[src/rtl/add_seq_pkg.sv]
// Shared definitions for the chunked sequential adder.
// Holds default geometry and the controller state encoding.
// Combinational content only; no timing behaviour.
package add_seq_pkg;

  localparam int unsigned N_DEFAULT = 4;  // chunk width in bits
  localparam int unsigned K_DEFAULT = 4;  // chunks per operand

  typedef enum logic [1:0] {
    IDLE = 2'b00,
    RUN  = 2'b01,
    DONE = 2'b10
  } state_t;

endpackage

[src/rtl/nbit_adder.sv]
// Purpose: N-bit unsigned adder with carry-in, N+1-bit result.
// Latency: purely combinational, zero cycles.
// Backpressure: none, no handshake.
module nbit_adder #(
  parameter int N = 4
) (
  input  logic [N-1:0] a,
  input  logic [N-1:0] b,
  input  logic         cin,
  output logic [N:0]   sum
);

  assign sum = {1'b0, a} + {1'b0, b} + {{N{1'b0}}, cin};

endmodule

[src/rtl/multiword_add_seq.sv]
// Purpose: adds two W=N*K-bit operands one N-bit chunk per cycle, ripple via carry reg.
// Latency: out_valid rises exactly K edges after the accepting edge.
// Backpressure: result held in DONE until out_ready; in_ready only in IDLE.
module multiword_add_seq
  import add_seq_pkg::*;
#(
  parameter int N = N_DEFAULT,
  parameter int K = K_DEFAULT
) (
  input  logic           clk,
  input  logic           rst,
  input  logic           in_valid,
  output logic           in_ready,
  input  logic [N*K-1:0] a,
  input  logic [N*K-1:0] b,
  output logic           out_valid,
  input  logic           out_ready,
  output logic [N*K:0]   sum,
  output logic           busy
);

  localparam int W     = N * K;
  localparam int IDX_W = (K > 1) ? $clog2(K) : 1;
  localparam logic [IDX_W-1:0] LAST_IDX = IDX_W'(K - 1);

  state_t           state_q, state_d;
  logic [IDX_W-1:0] idx_q, idx_d;
  logic             carry_q, carry_d;
  logic [W-1:0]     a_q, a_d;
  logic [W-1:0]     b_q, b_d;
  logic [W:0]       sum_q, sum_d;

  logic [N-1:0]     a_chunk, b_chunk, carry_ext;
  logic [N:0]       s1, s2;
  logic             chunk_cout;

  assign a_chunk = a_q[idx_q*N +: N];
  assign b_chunk = b_q[idx_q*N +: N];

  // Zero-extend the carry register to the chunk width, safe for N=1.
  always_comb begin
    carry_ext    = '0;
    carry_ext[0] = carry_q;
  end

  nbit_adder #(.N(N)) u_add_ab (
    .a   (a_chunk),
    .b   (b_chunk),
    .cin (1'b0),
    .sum (s1)
  );

  nbit_adder #(.N(N)) u_add_carry (
    .a   (s1[N-1:0]),
    .b   (carry_ext),
    .cin (1'b0),
    .sum (s2)
  );

  // At most one of the two partial sums can carry, so OR gives the chunk carry-out.
  assign chunk_cout = s1[N] | s2[N];

  // Next-state and output decode for the IDLE/RUN/DONE controller and datapath.
  always_comb begin
    state_d   = state_q;
    idx_d     = idx_q;
    carry_d   = carry_q;
    a_d       = a_q;
    b_d       = b_q;
    sum_d     = sum_q;
    in_ready  = 1'b0;
    busy      = 1'b0;
    out_valid = 1'b0;
    case (state_q)
      IDLE: begin
        in_ready = 1'b1;
        if (in_valid) begin
          a_d     = a;
          b_d     = b;
          idx_d   = '0;
          carry_d = 1'b0;
          state_d = RUN;
        end
      end
      RUN: begin
        busy                 = 1'b1;
        sum_d[idx_q*N +: N]  = s2[N-1:0];
        carry_d              = chunk_cout;
        idx_d                = idx_q + 1'b1;
        if (idx_q == LAST_IDX) begin
          sum_d[W] = chunk_cout;
          idx_d    = '0;
          state_d  = DONE;
        end
      end
      DONE: begin
        out_valid = 1'b1;
        // Return to IDLE only; a new accept needs the following edge.
        if (out_ready) begin
          state_d = IDLE;
        end
      end
      default: state_d = IDLE;
    endcase
  end

  // State and datapath registers with synchronous reset that aborts any operation.
  always_ff @(posedge clk) begin
    if (rst) begin
      state_q <= IDLE;
      idx_q   <= '0;
      carry_q <= 1'b0;
      a_q     <= '0;
      b_q     <= '0;
      sum_q   <= '0;
    end else begin
      state_q <= state_d;
      idx_q   <= idx_d;
      carry_q <= carry_d;
      a_q     <= a_d;
      b_q     <= b_d;
      sum_q   <= sum_d;
    end
  end

  assign sum = sum_q;

endmodule

[config.mk]
export PLATFORM = sky130hd
export DESIGN_NAME = multiword_add_seq
export DESIGN_NICKNAME = d
export VERILOG_FILES = /design/src/rtl/add_seq_pkg.sv /design/src/rtl/nbit_adder.sv /design/src/rtl/multiword_add_seq.sv
export SDC_FILE = /design/constraint.sdc
export NUM_CORES = 1
export LEC_CHECK = 0
export ABC_CLOCK_PERIOD_IN_PS = 3300
export BUFFER_PORTS_ARGS = -buffer_cell sky130_fd_sc_hd__buf_2
export CAP_MARGIN = 30
export CORE_ASPECT_RATIO = 0.75
export CORE_UTILIZATION = 48
export DETAILED_ROUTE_END_ITERATION = 8
export GPL_TIMING_DRIVEN = 0
export PLACE_DENSITY = 0.75
export SETUP_SLACK_MARGIN = 0.02
export SYNTH_ARGS = -nofsm -noshare
export SYNTH_HDL_FRONTEND = slang
export SYNTH_HIERARCHICAL = 1
export SYNTH_SLANG_ARGS = --single-unit
[constraint.sdc]
create_clock -name clk -period 3.3 [get_ports clk]
set_input_delay 0.165 -clock clk [delete_from_list [all_inputs] [get_ports clk]]
set_output_delay 0.165 -clock clk [all_outputs]
set_load 0.01 [all_outputs]
==> results.py <==
metrics = {
    "grt": {
        "grt_pass1_wl_mm": 9.36,
        "grt_max_degree": 17,
        "grt_pass1_vias": 2043,
        "grt_use_total_pct": 21.8,
        "grt_overflow": 0,
        "antenna_found_initial": 0,
    },
    "synth": {
        "yosys.area_share.xor_xnor_pct": 1.37,
        "syn_inst": 293,
        "synthMuxAreaShare_pct": 7.06,
        "netlist_top_cells_area": "dfxtp_1 (42%), nand2_1 (11%), a21oi_1 (8.4%)",
        "synth_top_family_by_area": "simple AND/OR/NAND/NOR gates",
        "ys_ff_latch": 54,
        "synth-simple-area-share_pct": 21.1,
        "synth_compound_area_share_pct": 13.9,
        "synth.largest_area_cell": "dfxtp_1",
        "synthAdderAreaFrac_pct": 8.04,
        "avgSynthCellArea_um2": 8.72,
        "yosysUniqueCellTypes": 35,
        "syn-cell-area_um2": 2550,
        "yosysTopAreaCellShare_pct": 42.3,
        "yosysSeqAreaShare_pct": 42.3,
        "ys_warn_count": 6,
    },
    "worst_hold_path": {
        "hold_path_class": "in2reg",
        "whs_path_depth": 3,
    },
    "timing": {
        "worst_pin_slew_ns": 0.502,
        "period_needed_ns": 3.15,
        "finalClockSkew_ns": 0.00748,
        "slew-limit-headroom_pct": 66.5,
        "setup_viol": 0,
        "timing.final.crit_share_pct": 95.5,
        "finalHoldViolCount": 0,
        "slew_viol_final": 0,
        "grt_setup_unrepaired": "yes",
        "fmax_mhz": 317,
    },
    "worst_setup_path": {
        "worstPathCellList": "buf_6 -> mux4_2 -> fa_2 -> inv_1 -> fa_1 -> inv_1 -> inv_1 -> fa_2 -> nor2b_1 -> o21ai_0 -> nand2b_1 -> nor2_1 -> a211oi_1",
        "slowest_stage": "mux4_2",
        "path_buf_inv": 4,
        "cp_max_fo": 4,
        "arrival_ns": 3.38,
        "crit_family": "adder cells",
        "r2r_cells": 13,
        "cpMostUsedCell": "inv_1",
        "worst-setup-path-type": "reg2reg",
        "cp-start-kind": "register",
        "critPathMaxStageDelay_ns": 0.56,
        "cp.required_ns": 3.53,
        "endpoint_kind": "register",
        "path_depth": 13,
    },
    "final_layout": {
        "drive_gt1_share_pct": 25.7,
        "fin_nets": 412,
        "antenna_cells": 0,
        "final_cells": 434,
        "layout_commonest_cell": "nand2_1",
        "mostFrequentLayoutCells": "nand2_1 (74), buf_2 (62), dfxtp_1 (53), a21oi_1 (43), inv_1 (16)",
        "final_core_util_pct": 61.3,
        "area_growth_pct": 20.2,
        "finalInstanceArea_um2": 3070,
    },
    "cts": {
        "clk_pin_slew_ns": 0.10,
        "clkSinkCount": 54,
        "cts_max_path_buffers": 2,
        "cts_tree": "built",
        "cts_max_level": 2,
        "clockRootBuffer": "clkbuf_8",
        "hold_buffers": 0,
        "clk_latency_ns": 0.31,
        "numCtsBuffers": 5,
    },
    "route": {
        "via_per_inst": 5.07,
        "drt_wl_total_mm": 5.71,
        "first_pass_iters": 4,
        "drt_iter0_markers": 150,
        "drc": 0,
        "final_antenna_net_count": 0,
        "vias": 2202,
        "wl_per_cell_um": 13.2,
    },
    "floorplanning": {
        "die_h_um": 65.2,
        "rows": 22,
        "die_x_um": 86.2,
        "core-area_um2": 5010,
        "initial_core_util_pct": 51.0,
        "dieArea_um2": 5620,
        "io_pins": 56,
    },
    "power_and_ir_drop": {
        "leakagePower_nw": 1.31,
        "pwr_density_cell_nw_per_um2": 452,
        "ir_worst_vdd_uv": 219,
        "p_total_w": 0.00139,
    },
    "placement": {
        "gp_congestion": 0.890,
        "dp_cells": 425,
        "io_buffers": 55,
        "placed_cell_area_um2": 2940,
        "dp_hpwl_mm": 4.23,
    },
    "flow_run": {
        "drv_cap": 0,
    },
    "outcome": {
        "status": "completed",
    },
}
## what timing repair did
| item | in CTS | in global routing |
|---|---|---|
| buffers inserted | 2 | 0 |
| pin swaps | 0 | 1 |
| resized for setup | 7 | 3 |
| setup endpoints to repair | 13 | 11 |
## tightest hold or removal path, cell delays in order
cell and delay (ns):
buf_2 0.09, nand2_1 0.04, a21oi_1 0.05
## path summary, 6_finish.rpt
| path | slack [ns] | startpoint | end |
|---|---|---|---|
| max | 0.15 | idx_q[0] | sum[16] |
| min | 0.08 | b[3] | b_q[3] |
| max reg2reg | 0.15 | idx_q[0] | sum[16] |
| min reg2reg | 0.45 | sum[4] | sum[4] |
## synth_stat cells, drive strengths merged
cell type  count
clkbuf        10
o21a           1
mux4           8
nand2         74
a211oi         1
dfxtp         54
nor4bb         1
a21oi         45
xnor2          4
nor3b          1
ha            10
a21o           2
o32ai          4
a31oi          1
o21ai          3
or4            1
nor2          11
nand3b         3
fa             4
nor2b          4
or3b           1
nand3          2
nand4          8
buf           10
nor4b          1
inv           16
conb           1
a32oi          4
nand2b         7
and3b          1
## power breakdown
part	switching, W	internal (W)	total [W]
combinational	0.000189	0.000135	0.000324
sequential	0.0000176	0.000684	0.000702
clock	0.000216	0.000147	0.000363
total	0.000422	0.000967	0.00139
## layout make-up
type / count / area (um2)
clock buffers: 5 / 68.8
multi-input cells: 208 / 1360
fillers: 472 / 1940
inverters: 16 / 60.1
flip-flops and latches: 54 / 1080
clock inverters: 2 / 13.8
plain buffers: 20 / 106
repair buffers: 57 / 290
well taps: 72 / 90.1
## registers in the layout, summed over array words and instances (netlist names)
signal / count
a_q: 16
state_q: 2
idx_q: 2
carry_q: 1
sum: 17
b_q: 16
## layer usage
layer | GRT usage, % | share of wire [%] | vias up | wire length [um]
met1 | 30.8 | 49 | 1006 | 2780
met3 | 5.03 | 6.1 | 6 | 347
met2 | 33.4 | 44 | 65 | 2530
li1 | - | - | 1125 | -
met5 | 0 | 0 | - | 0
met4 | 6.25 | 0.89 | 0 | 51
## metrics by stage
step,TNS [ns],hold WS [ns],setup WS [ns]
3_3_place_gp,-1.29,0.408,-0.285
6_report,0,0.0829,0.148
5_1_grt,0,0.0856,0.00640
4_1_cts,0,0.0804,0.0574
2_1_floorplan,0,0.301,0.137
3_5_place_dp,-1.76,0.412,-0.311
## cells by family after synthesis
kind of cell	Yosys count
flops	54
fa+ha+maj	14
compound gates	61
buf+inv	36
other cells	1
mux	8
xor+xnor	4
simple gates	115
Power figures use the tool's default switching activity.
